[src/rtl/wb_machine_timer.sv]
// RISC-V machine timer on a Wishbone classic data bus.
// Holds 64-bit mtime/mtimecmp, a prescaler and the level timer interrupt.
module wb_machine_timer #(
  parameter logic [31:0] BASE_ADDRESS = 32'h2000_0000,
  parameter int          PRESCALE     = 1
) (
  input  logic        clk_i,
  input  logic        rst_i,
  input  logic        stb_i,
  input  logic        cyc_i,
  input  logic [31:0] adr_i,
  input  logic [3:0]  sel_i,
  input  logic [31:0] dat_i,
  output logic [31:0] dat_o,
  input  logic        we_i,
  output logic        ack_o,
  output logic        err_o,
  output logic        rty_o,
  output logic        irq_o
);

  localparam logic [15:0] PRE_MAX = 16'(PRESCALE - 1);

  logic [63:0] mtime;
  logic [63:0] mtimecmp;
  logic        en;
  logic [15:0] pre;

  logic        hit;
  logic        req;
  logic        bad;
  logic        wr;
  logic        tick;
  logic [2:0]  idx;
  logic [31:0] wmask;
  logic [31:0] rdata;

  assign rty_o = 1'b0;
  assign idx   = adr_i[4:2];
  assign hit   = cyc_i & stb_i &
                 (adr_i[31:5] == BASE_ADDRESS[31:5]);
  // One response per request, then a forced idle cycle
  assign req   = hit & ~ack_o & ~err_o;
  assign bad   = (adr_i[1:0] != 2'b00) | (idx > 3'd4);
  assign wr    = req & ~bad & we_i & (|sel_i);
  assign tick  = en & (pre == PRE_MAX);
  assign wmask = {{8{sel_i[3]}}, {8{sel_i[2]}},
                  {8{sel_i[1]}}, {8{sel_i[0]}}};

  function automatic logic [31:0] merge(
    input logic [31:0] old
  );
    return (old & ~wmask) | (dat_i & wmask);
  endfunction

  always_comb begin
    rdata = '0;
    case (idx)
      3'd0:    rdata = mtime[31:0];
      3'd1:    rdata = mtime[63:32];
      3'd2:    rdata = mtimecmp[31:0];
      3'd3:    rdata = mtimecmp[63:32];
      3'd4:    rdata = {31'b0, en};
      default: rdata = '0;
    endcase
  end

  always_ff @(posedge clk_i or posedge rst_i) begin
    if (rst_i) begin
      ack_o <= 1'b0;
      err_o <= 1'b0;
      dat_o <= '0;
      irq_o <= 1'b0;
    end else begin
      ack_o <= req & ~bad;
      err_o <= req & bad;
      dat_o <= (req & ~bad) ? rdata : '0;
      irq_o <= (mtime >= mtimecmp);
    end
  end

  always_ff @(posedge clk_i or posedge rst_i) begin
    if (rst_i) begin
      pre <= '0;
    end else if (!en) begin
      pre <= '0;
    end else if (tick) begin
      pre <= '0;
    end else begin
      pre <= pre + 16'd1;
    end
  end

  // A software write to either mtime half drops that edge's increment
  always_ff @(posedge clk_i or posedge rst_i) begin
    if (rst_i) begin
      mtime <= '0;
    end else if (wr && idx == 3'd0) begin
      mtime[31:0] <= merge(mtime[31:0]);
    end else if (wr && idx == 3'd1) begin
      mtime[63:32] <= merge(mtime[63:32]);
    end else if (tick) begin
      mtime <= mtime + 64'd1;
    end
  end

  always_ff @(posedge clk_i or posedge rst_i) begin
    if (rst_i) begin
      mtimecmp <= '1;
      en       <= 1'b1;
    end else begin
      if (wr && idx == 3'd2) begin
        mtimecmp[31:0] <= merge(mtimecmp[31:0]);
      end
      if (wr && idx == 3'd3) begin
        mtimecmp[63:32] <= merge(mtimecmp[63:32]);
      end
      if (wr && idx == 3'd4 && sel_i[0]) begin
        en <= dat_i[0];
      end
    end
  end

endmodule
[config.mk]
export PLATFORM = sky130hd
export DESIGN_NAME = wb_machine_timer
export DESIGN_NICKNAME = d
export VERILOG_FILES = /design/src/rtl/wb_machine_timer.sv
export SDC_FILE = /design/constraint.sdc
export NUM_CORES = 1
export LEC_CHECK = 0
export BUFFER_PORTS_ARGS = -buffer_cell sky130_fd_sc_hd__buf_2
export CAP_MARGIN = 20
export CORE_ASPECT_RATIO = 1.4
export CORE_MARGIN = 1.5
export CORE_UTILIZATION = 30
export CTS_CLUSTER_SIZE = 10
export DETAILED_ROUTE_END_ITERATION = 10
export GPL_ROUTABILITY_DRIVEN = 0
export SLEW_MARGIN = 20
export SYNTH_ARGS = -nofsm -noshare
export SYNTH_HDL_FRONTEND = slang
export SYNTH_SLANG_ARGS = --single-unit
[constraint.sdc]
create_clock -name clk_i -period 4.9 [get_ports clk_i]
set_input_delay 0.49 -clock clk_i [delete_from_list [all_inputs] [get_ports clk_i]]
set_output_delay 0.49 -clock clk_i [all_outputs]
set_load 0.01 [all_outputs]
==> summary.md <==
| Metric | Value |
|---|---|
| DRT iter0 DRCs | `715` |
| Synth area leaders | `dfrtp_1 (25%), dfstp_2 (15%), ha_1 (7.3%)` |
| Share of layout cells above drive strength 1 | `between 20% and 30%` |
| Lkg Pwr | `5.47 nW` |
| Post CTS Setup Buffer Count | `0` |
| WL final | `38900 µm` |
| Clock Skew | `approximately 15 ps` |
| Post-Route Utilization | `roughly a third` |
| Post-route ant nets | `0` |
| Post-synth EDFFs | `0` |
| Maxcap violations | `0` |
| Ys flop type | `dfrtp_1` |
| Core Region | `0.0375 mm²` |
| Worst vdd ir | `~0.18 mV` |
| CTS Buffer Depth | `2` |
| Ys Warns | `0` |
| Mapped Area | `about 0.011 mm²` |
| DRC | `0` |
| Post-CTS Resized | `0` |
| RSZ-0062 raised after global routing | `no` |
| H-tree depth | `4` |
| Cells on worst reg2reg path | `7` |
| Reg area | `around 0.0046 mm²` |
| CP peak stage delay | `770 ps` |
| Top-level I/O count | `~110` |
| Fillcell total | `~3800` |
| Worst path cell trace | `inv_1 -> ha_1 -> nor4bb_1 -> and4_1 -> nand3_1 -> o31a_1 -> a211oi_1` |
| Initial Util | `30.4%` |
| Vias per inst | `5.86` |
| Cts-stage hold buffer count | `1` |
| Syn nets | `1357` |
| Pin count of the biggest net entering global routing | `170` |
| Setup CP Type | `reg -> reg` |
| Die area | `0.0393 mm²` |
| Chip height | `234 µm` |
| Crit path DAT | `3610 ps` |
| Max FO, Critical Path | `15` |
| Setup TNS | `0 ps` |
| Post-DP HPWL | `28100 µm` |
| Sequential area share after synthesis | `40.2%` |
| Endpoint type of the worst setup path | `flip-flop` |
| Multi-input logic area | `0.00622 mm²` |
| CTS clk-pin slew, worst paths | `around 80 ps` |
| Drt pass-1 iters | `5` |
| Synth area leader | `dfrtp_1` |
| Total gr overflow | `0` |
| Total GRT Usage | `20.2%` |
| Most numerous cell in the Yosys netlist | `dfrtp_1` |
| Nets | `1435` |
| CP max stage cell | `nand3_1` |
| Pwr Density | `238 mW/mm²` |
| Post-synth top cells | `dfrtp_1 (115), inv_1 (90), a21oi_1 (87)` |
| Yosys top cell area share | `25.2%` |
| Final Hold Viols | `0` |
| CTS sink cnt | `180` |
| Fin crit period | `3220 ps` |
| Crit share post-route | `65.8%` |
| IO Port Bufs | `107` |
| First-pass GRT wire length | `60500 µm` |
| Hold Path Stages | `3` |
| Async SR Flop Fraction | `100%` |
| Vias | `about 10000` |
| Die Width | `168 µm` |
| Worst Hold Class | `in -> reg` |
| Synth Register Bits | `180` |
| Crit start category | `flip-flop` |
| Count of cell types in the netlist | `76` |
| Fmax achieved | `310 MHz` |
| # diodes | `0` |
| Initial antenna violation count | `0` |
| Reg-to-reg slack, setup | `1680 ps` |
| CTS Root Buffer Type | `clkbuf_16` |
| Mapped Cells | `1217` |
| Area grow syn2layout | `13.9%` |
| Status | `complete, no violations` |
| Cts bufs inserted | `17` |
| Setup violators final | `0` |
| CTS tree | `built` |
| CP required | `roughly 5300 ps` |
| Worst Tran Pin Value | `between 1000 and 1500 ps` |
| Slew Viols, Final | `0` |
| Max_slew headroom | `19.7%` |
| Vias in the first global route | `between 10000 and 15000` |
| Routed wire per std cell | `between 20 and 25 µm` |
| Avg Inst Size Synth | `9.38 µm²` |
| Row count | `84` |
| Clk_lat worst skew | `470 ps` |
cells by family (layout without fill, tap and decap cells):
logic type,count (synthesis),count (layout),synth area share [%]
buf+inv,154,245,5.50
compound gates,337,337,20.4
other cells,1,1,0.0328
simple gates,394,394,18.8
fa+ha+maj,67,67,7.34
mux,72,72,6.83
flops,180,180,40.2
xor+xnor,12,12,0.920
metrics by stage:
| stage | instances | hold slack (ps) | setup WS, ps | cell area [µm²] | power, mW |
|---|---|---|---|---|---|
| CTS | 1781 | 274 | 1690 | 13000 | 3.12 |
| global route | 1781 | 300 | 1540 | 13000 | 3.19 |
| finish | 1781 | 301 | 1680 | 13000 | 3.09 |
| global placement | 1748 | 461 | 1290 | 12400 | 1.67 |
| floorplan | 1217 | 473 | 2150 | 11400 | 1.59 |
| detailed placement | 1748 | 468 | 1570 | 12400 | 1.68 |
critical path, delay by kind of cell, from the launching register on:
kind / cells / cell delay, ps
AOI/OAI and AO/OA: 2 / 730
adders and majority gates: 1 / 130
and+or+nand+nor: 3 / 1760
buffers and inverters: 1 / 80
DFF: 1 / 440
layer usage:
metal  global-route usage, %  part of all wire (%)  vias to the layer above  wire (µm)
met5                       0                     0                        -          0
met3                    3.38                   4.4                      117       1720
met2                    36.5                    52                      359      20300
met1                    22.1                    38                     5221      14700
met4                    12.8                   5.5                        0       2120
li1                        -                     -                     4746          -
layout by cell type, fill, tap and decap left out, drive strengths merged, types with 7 or more instances in the layout:
master	Yosys	routed
a211oi	29	29
a21oi	87	87
a22oi	67	67
a31oi	21	21
and2	18	18
and3	20	20
and4	17	17
buf	25	122
clkbuf	39	18
dfrtp	115	115
dfstp	65	65
ha	67	67
inv	90	99
mux2	47	47
mux2i	25	25
nand2	66	66
nand2b	13	13
nand3	36	36
nand4	49	49
nor2	83	83
nor3	33	33
nor4	29	29
o211ai	7	7
o21ai	28	28
o22ai	22	22
or3	7	7
cell type report:
| type | count | area share [%] |
|---|---|---|
| clock buffer | 18 | 3.38 |
| clock inverter | 14 | 1.19 |
| inverter | 90 | 2.63 |
| multi-input combinational | 883 | 47.8 |
| sequential | 180 | 35.3 |
| tap | 473 | 4.55 |
| timing repair buffer | 123 | 5.16 |
power by group:
part,leakage [nW],switching [mW],internal (mW)
Sequential,2.18,0.0000000520,1.49
Clock,0.292,0.699,0.741
Combinational,3.00,0.116,0.0464
Total,5.47,0.816,2.27
worst paths after layout:
| kind | end | from |
|---|---|---|
| worst max-delay path | flip-flop | pre[0]$_DFF_PP0_ |
| worst min-delay path | flip-flop | dat_i[27] |
| worst max register to register | flip-flop | pre[0]$_DFF_PP0_ |
| worst min register to register | flip-flop | flip-flop |
| max in group asynchronous | async pin | rst_i |
| min in group asynchronous | dat_o[14]$_DFF_PP0_ | rst_i |
Power figures use the tool's default switching activity.
